**src/rtl/fir_coeff_loader.sv**
```systemverilog
// Purpose: validates I2C address byte and assembles big-endian 16-bit taps into a shadow bank, committed atomically on a well-formed stop.
// Latency: coeff_out/commit_out update on the first clk edge after the cycle in which stop_in is sampled high.
// Backpressure: none; bytes are accepted on every rising edge of valid_in and the loader cannot stall the i2c_slave.

package fir_filter_pkg;
  localparam int NTAPS = 4;
endpackage

module fir_coeff_loader #(
  parameter int         NTAPS = fir_filter_pkg::NTAPS,
  parameter logic [6:0] ADDR  = 7'h50
) (
  input  logic                  clk,
  input  logic                  rst,
  input  logic                  start_in,
  input  logic                  stop_in,
  input  logic                  valid_in,
  input  logic [7:0]            byte_in,
  output logic [NTAPS*16-1:0]   coeff_out,
  output logic                  commit_out,
  output logic                  err_out
);

  localparam int CW = $clog2(2*NTAPS+1);
  localparam logic [CW-1:0] FULL = CW'(2*NTAPS);

  localparam logic [1:0] S_IDLE = 2'd0;
  localparam logic [1:0] S_ADDR = 2'd1;
  localparam logic [1:0] S_DATA = 2'd2;
  localparam logic [1:0] S_DROP = 2'd3;

  logic [1:0]          state_q, state_d;
  logic [CW-1:0]       cnt_q, cnt_d;
  logic [NTAPS*16-1:0] shadow_q, shadow_d;
  logic [NTAPS*16-1:0] coeff_q, coeff_d;
  logic                commit_q, commit_d;
  logic                err_q, err_d;
  logic                valid_q;
  logic                byte_ev;
  logic [CW-1:0]       bidx;

  // valid_in is a level held for several cycles; only its rising edge counts as a byte
  assign byte_ev = valid_in & ~valid_q;

  // Next-state logic: the byte is consumed first, then stop is judged on the updated count
  always_comb begin
    state_d  = state_q;
    cnt_d    = cnt_q;
    shadow_d = shadow_q;
    coeff_d  = coeff_q;
    commit_d = 1'b0;
    err_d    = err_q;
    // Even byte counts land in the high half of a tap, so flip bit 0 to get the vector byte slot
    bidx     = {cnt_q[CW-1:1], ~cnt_q[0]};

    if (start_in) begin
      state_d = S_ADDR;
      cnt_d   = '0;
      err_d   = 1'b0;
    end else begin
      if (byte_ev) begin
        case (state_q)
          S_ADDR: state_d = (byte_in == {ADDR, 1'b0}) ? S_DATA : S_IDLE;
          S_DATA: begin
            if (cnt_q < FULL) begin
              shadow_d[8*int'(bidx) +: 8] = byte_in;
              cnt_d = cnt_q + 1'b1;
            end else begin
              err_d   = 1'b1;
              state_d = S_DROP;
            end
          end
          default: ;
        endcase
      end
      if (stop_in) begin
        case (state_d)
          S_ADDR: state_d = S_IDLE;
          S_DATA: begin
            if (cnt_d == FULL) begin
              coeff_d  = shadow_d;
              commit_d = 1'b1;
            end else begin
              err_d = 1'b1;
            end
            state_d = S_IDLE;
          end
          S_DROP: state_d = S_IDLE;
          default: ;
        endcase
      end
    end
  end

  // State registers with synchronous reset; reset also clears the active bank
  always_ff @(posedge clk) begin
    if (rst) begin
      state_q  <= S_IDLE;
      cnt_q    <= '0;
      shadow_q <= '0;
      coeff_q  <= '0;
      commit_q <= 1'b0;
      err_q    <= 1'b0;
      valid_q  <= 1'b0;
    end else begin
      state_q  <= state_d;
      cnt_q    <= cnt_d;
      shadow_q <= shadow_d;
      coeff_q  <= coeff_d;
      commit_q <= commit_d;
      err_q    <= err_d;
      valid_q  <= valid_in;
    end
  end

  assign coeff_out  = coeff_q;
  assign commit_out = commit_q;
  assign err_out    = err_q;

endmodule

```
**config.mk**
```make
export PLATFORM = sky130hd
export DESIGN_NAME = fir_coeff_loader
export DESIGN_NICKNAME = d
export VERILOG_FILES = /design/src/rtl/fir_coeff_loader.sv
export SDC_FILE = /design/constraint.sdc
export NUM_CORES = 1
export LEC_CHECK = 0
export ABC_AREA = 0
export CAP_MARGIN = 20
export CELL_PAD_IN_SITES_DETAIL_PLACEMENT = 1
export CELL_PAD_IN_SITES_GLOBAL_PLACEMENT = 2
export CORE_MARGIN = 2
export CORE_UTILIZATION = 38
export CTS_CLUSTER_DIAMETER = 40
export CTS_CLUSTER_SIZE = 30
export DETAILED_ROUTE_END_ITERATION = 8
export GPL_ROUTABILITY_DRIVEN = 0
export PLACE_DENSITY = 0.82
export SYNTH_ARGS = -nofsm -noshare
export SYNTH_HDL_FRONTEND = slang
export SYNTH_SLANG_ARGS = --single-unit
export TNS_END_PERCENT = 10
```
**constraint.sdc**
```tcl
create_clock -name clk -period 6.3 [get_ports clk]
set_input_delay 0.945 -clock clk [delete_from_list [all_inputs] [get_ports clk]]
set_output_delay 0.945 -clock clk [all_outputs]
set_load 0.02 [all_outputs]
```
# After elaboration in Yosys (flattened, before gate mapping)

Index checks and enable logic that the tools add are counted.
W data, S select, Z words.

Register bits: 137
Bits of input ports: 13

$add $sub $neg: 2
Magnitude comparators: 1
Equal/unequal tests: 7
Shift-type cells: 2
Multiplexer cells: 23
Bitwise logic cells: 6
Reduce and logical (&&, ||, !) cells: 4

Operators by type and width:

| operator                  | number |
|---|---|
| $mux W64                  | 3 |
| $bwmux W64                | 1 |
| $shift A8 B33 Y64 const A | 1 |
| $shiftx A8 B33 Y64        | 1 |
| $neg A7 Y33               | 1 |
| $mux W4                   | 4 |
| $mux W2                   | 6 |
| $eq A8 B8 Y1 const B      | 1 |
| $mux W1                   | 8 |
| $eq A2 B2 Y1 const B      | 3 |
| $not A1 Y1                | 5 |
| $add A4 B1 Y4 const B     | 1 |
| $eq A2 B1 Y1 const B      | 2 |
| $eq A4 B4 Y1 const B      | 1 |
| $lt A4 B4 Y1 const B      | 1 |
| $pmux W2 S2               | 1 |
| $reduce_and A4 Y1         | 1 |
| $reduce_or A4 Y1          | 1 |
| $reduce_or A3 Y1          | 1 |
| $reduce_or A2 Y1          | 1 |
| $and A1 B1 Y1             | 1 |

# Logic depth before layout (Yosys ltp)

Word-level depth: 10
Mapped depth: 11
Depth with buffers taken out: 8

# Worst setup path after synthesis

OpenSTA, ideal clock, no wires.

Path type: input port to flip-flop
Start point: input byte_in[6]
End point: register coeff_q[56] (netlist: coeff_out[56])
Arrival time: 2.937 ns
Required time: 6.212 ns
Setup slack: 3.275 ns
Stages on the path: 6
Cell sequence: or4_1 -> or4_4 -> a211oi_4 -> buf_6 -> a21oi_1 -> a311oi_2

Longest elaborated chain between the ends: 7
Elaborated cells between the ends (all ways): 12
Those cells by class: eq/ne: 2; shift: 1; mux: 8; reduce/logical: 1

RTL lines:

| element                            | line | source |
|---|---|---|
| start, declared                    | 18   | `input logic [7:0] byte_in,` |
| $eq A8 B8 Y1                       | 63   | `S_ADDR: state_d = (byte_in == {ADDR, 1'b0}) ? S_DATA : S_IDLE;` |
| $mux W2                            | 63   |  |
| $pmux W2 S2                        | 62   | `case (state_q)` |
| $mux W2                            | 61   | `if (byte_ev) begin` |
| $mux W2                            | 56   | `if (start_in) begin` |
| $eq A2 B2 Y1                       | 77   | `case (state_d)` |
| $reduce_and A4 Y1 (no source line) | --   |  |
| end signal, assigned               | 109  | `coeff_q <= coeff_d;` |
| end, declared                      | 35   | `logic [NTAPS*16-1:0] coeff_q, coeff_d;` |

Parallel ways exist; a longest one is shown, timed or not. The select of a mux whose other input is x is not followed.
A chain may end at the register's enable or synchronous reset.

# Final worst setup path

Start point: input byte_in[6]
End point: register coeff_q[44] (netlist: coeff_out[44])

The elaborated chain is that of the path after synthesis.

==> Flow_metrics.wiki <==
{| class="wikitable"
! Metric !! Value
|-
| Top-area cell type share of the netlist area || 43.4%
|-
| Pint || approximately 1.6 mW
|-
| CP startpoint || byte_in[6]
|-
| Total nets after synthesis || between 600 and 700
|-
| Lkg Pwr || 2.58 nW
|-
| Proportion of total power due to net switching || between 20 and 25%
|-
| Total number of vias || 5,077
|-
| Initial antenna violation count || 0
|-
| Violation count after the first detailed-routing iteration || roughly 240
|-
| Min cycle time layout || 3.96 ns
|-
| Diodes inserted || 0
|-
| Post-synthesis sequential area ratio || between 40 and 50%
|-
| Hold slack final || about 0.46 ns
|-
| Slew margin rel. || between 20% and 30%
|-
| Number of global-route vias before repair || ~5,500
|-
| First-pass GRT wire length || roughly 29 mm
|-
| Length of the first detailed-routing pass in iterations || 4
|-
| Type of the tightest min-delay check || flip-flop to flip-flop
|-
| Setup repair after global routing missed its margin || no
|-
| Largest net degree at the start of global routing || 83
|-
| Count of standard-cell rows || 47
|-
| Hold-fix buffers at CTS || 0
|-
| Synthesized cell area || between 0.006 and 0.007 mm^2
|-
| Final core occ || between 40% and 50%
|-
| Final setup violation count || 0
|-
| Share of cells above drive strength 1 || between 10 and 15%
|-
| P&R area growth vs syn || 23.1%
|-
| CTS Buf Count || 17
|-
| Setup_tns || 0 ns
|-
| Share of the synthesized netlist area taken by xor and xnor gates || 0.277%
|-
| Commonest cells after routing, fill and taps aside || sky130_fd_sc_hd__dfxtp_1 (137), sky130_fd_sc_hd__mux2i_1 (94), sky130_fd_sc_hd__a21oi_1 (82)
|-
| Number of buffers on the longest clock path || 2
|-
| Multi-input gate area in the final layout || 0.00320 mm^2
|-
| Number of buffers inserted by post-CTS setup repair || 0
|-
| Maximum clock frequency || ~250 MHz
|-
| HPWL after detailed placement || 11.9 mm
|-
| Net Switching || approximately 420 uW
|-
| Gate Count Post-Synth || 647
|-
| Number of maximum-capacitance constraint violations || 0
|-
| Slew of the pin with the lowest slew margin || 1.10 ns
|-
| Final design area excluding fillers || 0.00777 mm^2
|-
| CTS clk-pin slew, worst paths || approximately 0.06 ns
|-
| Buffer type at the clock tree root || sky130_fd_sc_hd__clkbuf_16
|-
| Number of pins with negative max-slew slack in the final report || 0
|-
| Post-synth cell types || just under 60
|-
| Area of the die || between 0.015 and 0.02 mm^2
|-
| Required @ worst endpoint || around 6.6 ns
|-
| Placeable core region || 0.0164 mm^2
|-
| Antenna Nets Post-Route || 0
|-
| Maximum fanout encountered on the critical timing path || 38
|-
| Clock tree skew after final layout || 0.00772 ns
|-
| Initial standard-cell utilization of the core || 38.5%
|-
| Total routed wirelength || around 18 mm
|-
| Startpoint Class || primary input
|-
| Total congestion overflow after global routing || 0
|-
| Flip-flop and latch area || 0.00274 mm^2
|-
| Overall track demand over capacity in global routing || about a fifth
|-
| Number of flops mapped to enable cells by yosys || 0
|-
| Fraction of power consumed by the clock network || between 50% and 60%
|-
| Multiplexer share of the synthesized area || 15.3%
|-
| Drt wl/cell || roughly 19 um
|-
| Top FF cell, synth || sky130_fd_sc_hd__dfxtp_1
|-
| Fraction of the mapped netlist area in compound gates || 19.3%
|-
| Total chip power || roughly 2.0 mW
|-
| Post-synthesis adder-cell area fraction || less than 1%
|-
| Start point of the worst hold path || shadow_q[29]$_SDFFE_PP0N_
|-
| Synthesized-area fraction occupied by and/or/nand/nor cells || between 10% and 20%
|-
| Dominant combinational cell family by area after synthesis || compound AO/OA/AOI/OAI gates
|-
| Critical setup path kind || primary input to flip-flop
|-
| TritonCTS clock tree || done
|-
| Most common library cell in the layout ignoring fill and taps || sky130_fd_sc_hd__dfxtp_1
|-
| Die height || around 130 um
|-
| FILL cells || roughly 1,800
|-
| Final-stage net count || ~720
|-
| Htree depth || 4
|-
| Cell type with the largest total area after synthesis || sky130_fd_sc_hd__dfxtp_1
|-
| Mean cell area of the mapped netlist || about 9.8 um^2
|-
| Count of boundary I/O pins || 79
|-
| Fraction of registers with async set or reset after synthesis || 0%
|-
| Tcrit/Tclk final || 62.8%
|-
| Yosys Warn Count || 0
|-
| Power share of the combinational group || 2.7%
|-
| Total of flip-flops plus latches after synthesis || 137
|-
| Peak supply drop || roughly 0.17 mV
|-
| Ratio of routed vias to standard cells || approximately 5.5
|-
| Total DRC errors in the routed layout || 0
|-
| Clock latency reported for the late side of the worst-skew pair || between 0.4 and 0.5 ns
|-
| Nature of the critical path endpoint || flip-flop
|-
| Run status || completed
|-
| Standard cell area after detailed placement || roughly 0.0071 mm^2
|-
| FF-to-FF Start || state_q[0]$_SDFF_PP0_
|-
| Sinks on the clock net || approximately 140
|-
| Count of buffers inserted at the top-level ports || between 70 and 80
|-
| Fin. Hold Viols || 0
|-
| Cts repair resizes || 0
|-
| Leading post-synthesis cells by cell area || sky130_fd_sc_hd__dfxtp_1 (43%), sky130_fd_sc_hd__mux2i_1 (15%), sky130_fd_sc_hd__a21oi_1 (6.5%)
|-
| Arr. time, crit path || 4.21 ns
|-
| Pwr/cell area || ~260 mW/mm^2
|-
| Reg power frac || between 40% and 50%
|-
| Chip Width || around 130 um
|}
==> layout make-up <==
class                   count  share of cell area [%]
clock inverters            10                    2.41
inverters                   6                   0.290
flip-flops and latches    137                    35.3
repair buffers             90                    11.3
clock buffers              22                    5.97
well taps                 220                    3.54
multi-input cells         445                    41.2
==> flip-flops by register name, summed over array words and instances, names as in the netlist <==
register,count
cnt_q,4
err_out,1
coeff_out,64
shadow_q,64
valid_q,1
commit_out,1
state_q,2
==> worst paths after layout <==
check                           slack, ns                    endpoint  depth (start not counted)
worst max-delay path                 2.34  coeff_out[44]$_SDFFE_PP0P_                          7
worst min-delay path                 0.46   shadow_q[29]$_SDFFE_PP0N_                          2
worst max register to register       2.88  coeff_out[44]$_SDFFE_PP0P_                          8
worst min register to register       0.46   shadow_q[29]$_SDFFE_PP0N_                          2
==> metrics by stage <==
stage | setup WS [ns] | instances
floorplan | 3.27 | 647
global placement | 2.01 | 896
detailed placement | 1.94 | 898
CTS | 2.36 | 930
global route | 2.24 | 930
finish | 2.34 | 930
==> worst max-delay path, cell delays in order <==
cell and delay (ns):
sky130_fd_sc_hd__clkdlybuf4s50_1 0.58, sky130_fd_sc_hd__or4_1 0.60, sky130_fd_sc_hd__or4_4 0.57, sky130_fd_sc_hd__a211o_2 0.38
sky130_fd_sc_hd__nor2_4 0.64, sky130_fd_sc_hd__buf_12 0.32, sky130_fd_sc_hd__a211oi_1 0.12
==> synth_stat cells (all sizes together), types with 2 or more instances <==
cell	number
nand4	3
nor4	2
a211oi	49
nor2	58
mux2	2
ha	5
nor3	10
or2	2
nand3	35
inv	6
dlygate4sd3	2
and2	8
nor2b	5
or4	3
nand3b	3
buf	22
nor4bb	3
a21oi	84
or3b	3
mux2i	94
a311oi	16
dfxtp	137
clkbuf	34
nand2	41
==> cells by family (layout without fill, tap and decap cells) <==
kind of cell | Yosys count | count (layout)
adder cells (fa/ha/maj) | 5 | 5
XOR/XNOR | 2 | 2
flip-flops | 137 | 137
buffers and inverters | 65 | 128
AND/OR/NAND/NOR | 184 | 184
AO/OA/AOI/OAI | 158 | 158
multiplexers | 96 | 96
==> power groups by stage <==
stage	logic [mW]	clock network, mW	registers [mW]
floorplan	0.0324	0	0.887
global placement	0.0532	0	0.887
detailed placement	0.0542	0	0.887
CTS	0.0548	1.12	0.868
global route	0.0584	1.16	0.868
finish	0.0544	1.10	0.868
==> metal layers <==
metal	track usage (%)	share of wire (%)	wire length (um)
met5	0	0	0
met4	7.47	2.1	387
met3	4.90	3.1	562
met2	36.4	49	8910
met1	25.9	45	8220
(Power assumes the default switching activity.)
==> variant 1 (same settings) <==
Reset style: asynchronous (`rst`), changed in one clocked block. Comments in the files are not updated.
--- a/src/rtl/fir_coeff_loader.sv
+++ b/src/rtl/fir_coeff_loader.sv
@@ -94,5 +94,5 @@
 
   // State registers with synchronous reset; reset also clears the active bank
-  always_ff @(posedge clk) begin
+  always_ff @(posedge clk or posedge rst) begin
     if (rst) begin
       state_q  <= S_IDLE;
Check against the original RTL: differs if rst is asserted again (counterexample within 4 cycles, from zero or initial values and one cycle with rst high); with rst held inactive, the same outputs for 4 cycles.
==> variant 1 against the unedited design <==
Via count decreased by 22%. Wire length decreased by 16%. Utilization increased by 0.34 points. Sequential cell count unchanged. First-iteration DRC count decreased by 30%. Worst setup slack improved by 0.37 ns. Final area increased by 5.4%. Critical path depth decreased by 1. Global-route usage decreased by 3.6 points. Synthesized area increased by 4.7%. Non-clock buffer count decreased by 10. Total power decreased by 4.1%. Hold slack improved by 0.028 ns. Critical path type unchanged.
==> variant 1: results (changes against the unedited design) <==
first-pass GRT wire length: 24,560 µm (-16%)
fill cell count: 1,735 (-3.6%)
Leak: 4.063 nW (+58%)
Worst path max stage delay: 0.77 ns (+0.13 ns)
Avg Cell Area, Syn: 14.31 µm² (+47%)
largest net degree at the start of global routing: 71 (-14%)
placed cell count: 748 (-17%)
Vias: 3,979 (-22%)
share of cells above drive strength 1: 39.93% (+26 points)
Hold Path Class: flip-flop to flip-flop
CP Max Fanout: 34 (-11%)
asr flop ratio synth: 100.0% (+100 points)
worst hold start: shadow_q[51]
Detailed Place HPWL: 10,260 µm (-14%)
slew at the pin closest to its max-slew limit: 0.8946 ns (-0.2046 ns)
Cell variety after synth: 42 (-28%)
commonest cells in the netlist: dfrtp_1 (137), mux2_2 (132), mux2_4 (49), and2_1 (22), nand2_1 (22)
syn_nets: 482 (-28%)
outcome: completed
DRT Wirelength: 15,260 µm (-16%)
top cells by area, synth: dfrtp_1 (52%), mux2_2 (22%), mux2_4 (11%), and2_1 (2.1%), mux2_1 (1.4%)
vias in the first global route: 4,471 (-18%)
First DRT Iteration DRCs: 164 (-30%)
dpl ws: 2.204 ns (+0.2621 ns)
Max IR drop VDD: 0.0001927 V (+16%)
Post-synth top flop: dfrtp_1
register area share after synthesis: 51.85% (+8.4 points)
GRT Overall Usage: 17.56% (-3.6 points)
DR vias/cell: 5.095 (-6.7%)
-- variant 1: changes by cell type after synthesis, sizes merged, moves of 19 or more --
cell    unedited run  this run
nand2             41        22
dfxtp            137         0
nor2              58         6
dfrtp              0       137
mux2i             94         1
a21oi             84         4
nand3             35         2
mux2               2       189
clkbuf            34         6
a211oi            49         0
-- variant 1: kinds of logic (layout without fill, tap and decap cells) --
group                    Yosys count  count (layout)  share of synthesized area [%]
XOR/XNOR                           1               1                         0.1325
buffers and inverters             29             123                          2.365
multiplexers                     190             190                          35.13
flip-flops                       137             137                          51.85
AO/OA/AOI/OAI                     16              16                          1.798
AND/OR/NAND/NOR                   82              82                          7.400
adder cells (fa/ha/maj)            7               7                          1.325
-- variant 1: critical path: cells and delay by family --
family,cells,cell delay (ns)
multiplexers,1,0.34
buffers and inverters,2,1.04
AO/OA/AOI/OAI,1,0.44
AND/OR/NAND/NOR,2,1.09
-- variant 1: where the power goes --
group	switching [mW]	leakage, nW	internal (mW)
logic	0.0358	1.87	0.0116
clock network	0.390	0.285	0.621
registers	0.00109	1.91	0.881
total	0.427	4.06	1.51
-- variant 1: worst paths after layout --
path                                      end  slack [ns]  cells past startpoint
worst max-delay path            coeff_out[47]        2.72                      6
worst min-delay path             shadow_q[51]        0.48                      2
worst max register to register  coeff_out[47]        3.01                      7
worst min register to register   shadow_q[51]        0.48                      2
max in group asynchronous         shadow_q[4]        3.82                      3
min in group asynchronous       coeff_out[29]        1.07                      2
-- variant 1: stage by stage --
stage | util [%] | area, µm²
after detailed placement | 44.06 | 7569
after global placement | 44.06 | 7569
final | 47.72 | 8197
after floorplan | - | 6611
after CTS | 47.56 | 8169
after global routing | 47.72 | 8197
-- variant 1: final cells by class --
cell class                 count  area share [%]
sequential                   137           41.83
multi-input combinational    296           36.93
timing repair buffer          80           9.953
clock buffer                  17           5.190
tap                          225           3.435
clock inverter                15           2.137
inverter                      11          0.5343
-- variant 1: metal layers --
metal	global-route usage (%)	wire length [µm]	share of wire [%]	vias to the layer above
li1	-	-	-	1824
met1	23.40	7152	47	2070
met2	28.54	7423	49	65
met3	3.430	450	2.9	20
met4	6.366	234	1.5	0
met5	0	0	0	-
==> variant 2 (same settings) <==
Made on the original files. The package constant `NTAPS` goes from 4 to 16.
--- a/src/rtl/fir_coeff_loader.sv
+++ b/src/rtl/fir_coeff_loader.sv
@@ -4,5 +4,5 @@
 
 package fir_filter_pkg;
-  localparam int NTAPS = 4;
+  localparam int NTAPS = 16;
 endpackage
 
Ports: changed (resized coeff_out); port bits go from 79 to 271. No check against the original RTL was run, so the function may have changed too.
==> variant 2 against the unedited design <==
Final area rose to 3.9 times the old value. Synthesized area rose to 3.8 times the old value. Largest power group unchanged. Hold slack worse by 0.0037 ns. Worst setup slack worse by 0.54 ns. Sequential share of layout area down 0.50 points. Wire length rose to 5.2 times the old value. Total power rose to 4.2 times the old value. Sequential power rose to 3.8 times the old value. Sequential cell count up 386. Synthesized cell count rose to 4.3 times the old value.
==> variant 2: results (changes against the unedited design) <==
Max IR drop VDD: 0.0002237 V (+35%)
reg2reg path depth: 7 (-1)
Post-synth top flop: dfxtp_1
WP data arrival: 5.05 ns (+0.84 ns)
CP Max Fanout: 46 (+21%)
largest net degree at the start of global routing: 180 (+120%)
Max Cap Viol: 0 (unchanged)
Max-slew headroom: 26.48% (+0.029 points)
H-tree levels: 3 (-1)
DRT Wirelength: 94,570 µm (+420%)
Worst-Skew Late Latency: 0.64 ns (+0.22 ns)
asr flop ratio synth: 0% (unchanged)
DRT Pass-1 Iters: 5 (+1)
Cell variety after synth: 60 (+3.4%)
commonest cells in the netlist: dfxtp_1 (523), a31oi_1 (257), o21ai_0 (254), clkbuf_1 (233), nor2_1 (224)
placed cell count: 3,575 (+300%)
register area share after synthesis: 43.76% (+0.35 points)
CTS Hold Buffers Added: 0 (unchanged)
top cells by area, synth: dfxtp_1 (44%), mux2i_1 (8.6%), a311oi_1 (7.0%), a31oi_1 (6.7%), o21ai_0 (5.3%)
Avg Cell Area, Syn: 8.697 µm² (-11%)
r2r setup slk: 1.81 ns (-1.07 ns)
fill cell count: 6,962 (+290%)
clock buffer depth: 3 (+1)
first-pass GRT wire length: 144,400 µm (+390%)
Detailed Place HPWL: 59,070 µm (+400%)
post_cts resized: 0 (unchanged)
Leak: 8.947 nW (+250%)
Final Skew: 0.01565 ns (+0.007928 ns)
GRT Overall Usage: 28.41% (+7.3 points)
Hold Path Class: flip-flop to flip-flop
post-CTS setup buffers: 0 (unchanged)
Syn. warnings: 0 (unchanged)
worst r2r src: cnt_q[0]
RR Endpoint: shadow_q[230]
DR vias/cell: 6.188 (+13%)
outcome: completed
CTS Buf Count: 88 (+71)
Root Buffer: clkbuf_16
PortBufs: 270 (+250%)
initial antenna violation count: 2 (+2)
Vias: 23,160 (+360%)
Hold Crit Endpoint: shadow_q[49]
First DRT Iteration DRCs: 1,667 (+610%)
worst hold start: shadow_q[49]
vias in the first global route: 23,860 (+340%)
share of cells above drive strength 1: 9.645% (-4.3 points)
nets@finish: 2,847 (+300%)
Hold Crit Depth: 2 (unchanged)
variant 2: how the worst max path moves through the flow:
stage,startpoint,endpoint
4_1_cts,cnt_q[2],coeff_out[218]
6_report,cnt_q[0],shadow_q[230]
5_1_grt,cnt_q[2],coeff_out[216]
2_1_floorplan,cnt_q[3],shadow_q[197]
3_3_place_gp,valid_in,coeff_out[77]
3_5_place_dp,valid_in,coeff_out[255]
variant 2: per-stage QoR:
stage          hold WS, ns  power, mW  worst slack, ns  utilization (%)  cell area, µm²
3_3_place_gp        0.4352      3.499            1.963            43.47           26930
2_1_floorplan       0.4285      3.454            2.993                -           23920
5_1_grt             0.4678      8.652            1.523            48.59           30100
4_1_cts             0.4497      8.502            1.858            48.55           30070
3_5_place_dp        0.4428      3.501            1.815            43.54           26970
6_report            0.4529      8.443            1.805            48.59           30100
variant 2: cell families (layout without fill, tap and decap cells):
kind of cell	Yosys count	count (layout)	synth area share [%]
xor+xnor	10	10	0.4917
simple gates	736	736	16.14
mux	206	206	8.624
other cells	0	2	0
fa+ha+maj	5	5	0.2615
flops	523	523	43.76
buf+inv	346	498	5.905
compound gates	925	925	24.82
variant 2: layout make-up:
type	count	area, µm²	share of cell area (%)
Sequential cell	523	10470	34.79
Multi-Input combinational cell	1882	12180	40.46
Antenna cell	2	5.005	0.01663
Timing Repair Buffer	327	3267	10.85
Clock inverter	55	653.1	2.170
Inverter	7	26.28	0.08730
Tap cell	837	1047	3.479
Clock buffer	109	2452	8.148
variant 2: worst max-delay path, cell delays in order, from the launching register on:
cell and delay [ns]:
dfxtp_1 0.77, ha_1 0.50, nor3b_2 0.56, xor2_4 0.55, nand3_2 0.97, buf_4 0.56, or3_1 0.33, a21oi_1 0.15
variant 2: metal layers:
metal | share of wire [%] | vias to the layer above | global-route usage (%)
li1 | - | 10490 | -
met1 | 42 | 11830 | 35.73
met2 | 49 | 693 | 49.06
met3 | 5.1 | 146 | 4.129
met4 | 3.2 | 0 | 10.94
met5 | 0 | - | 0
variant 2: report_power, final:
part,switching [mW],internal (mW),leakage (nW)
sequential,0.000757,3.31,4.21
clock,1.84,3.17,1.50
combinational,0.102,0.0203,3.24
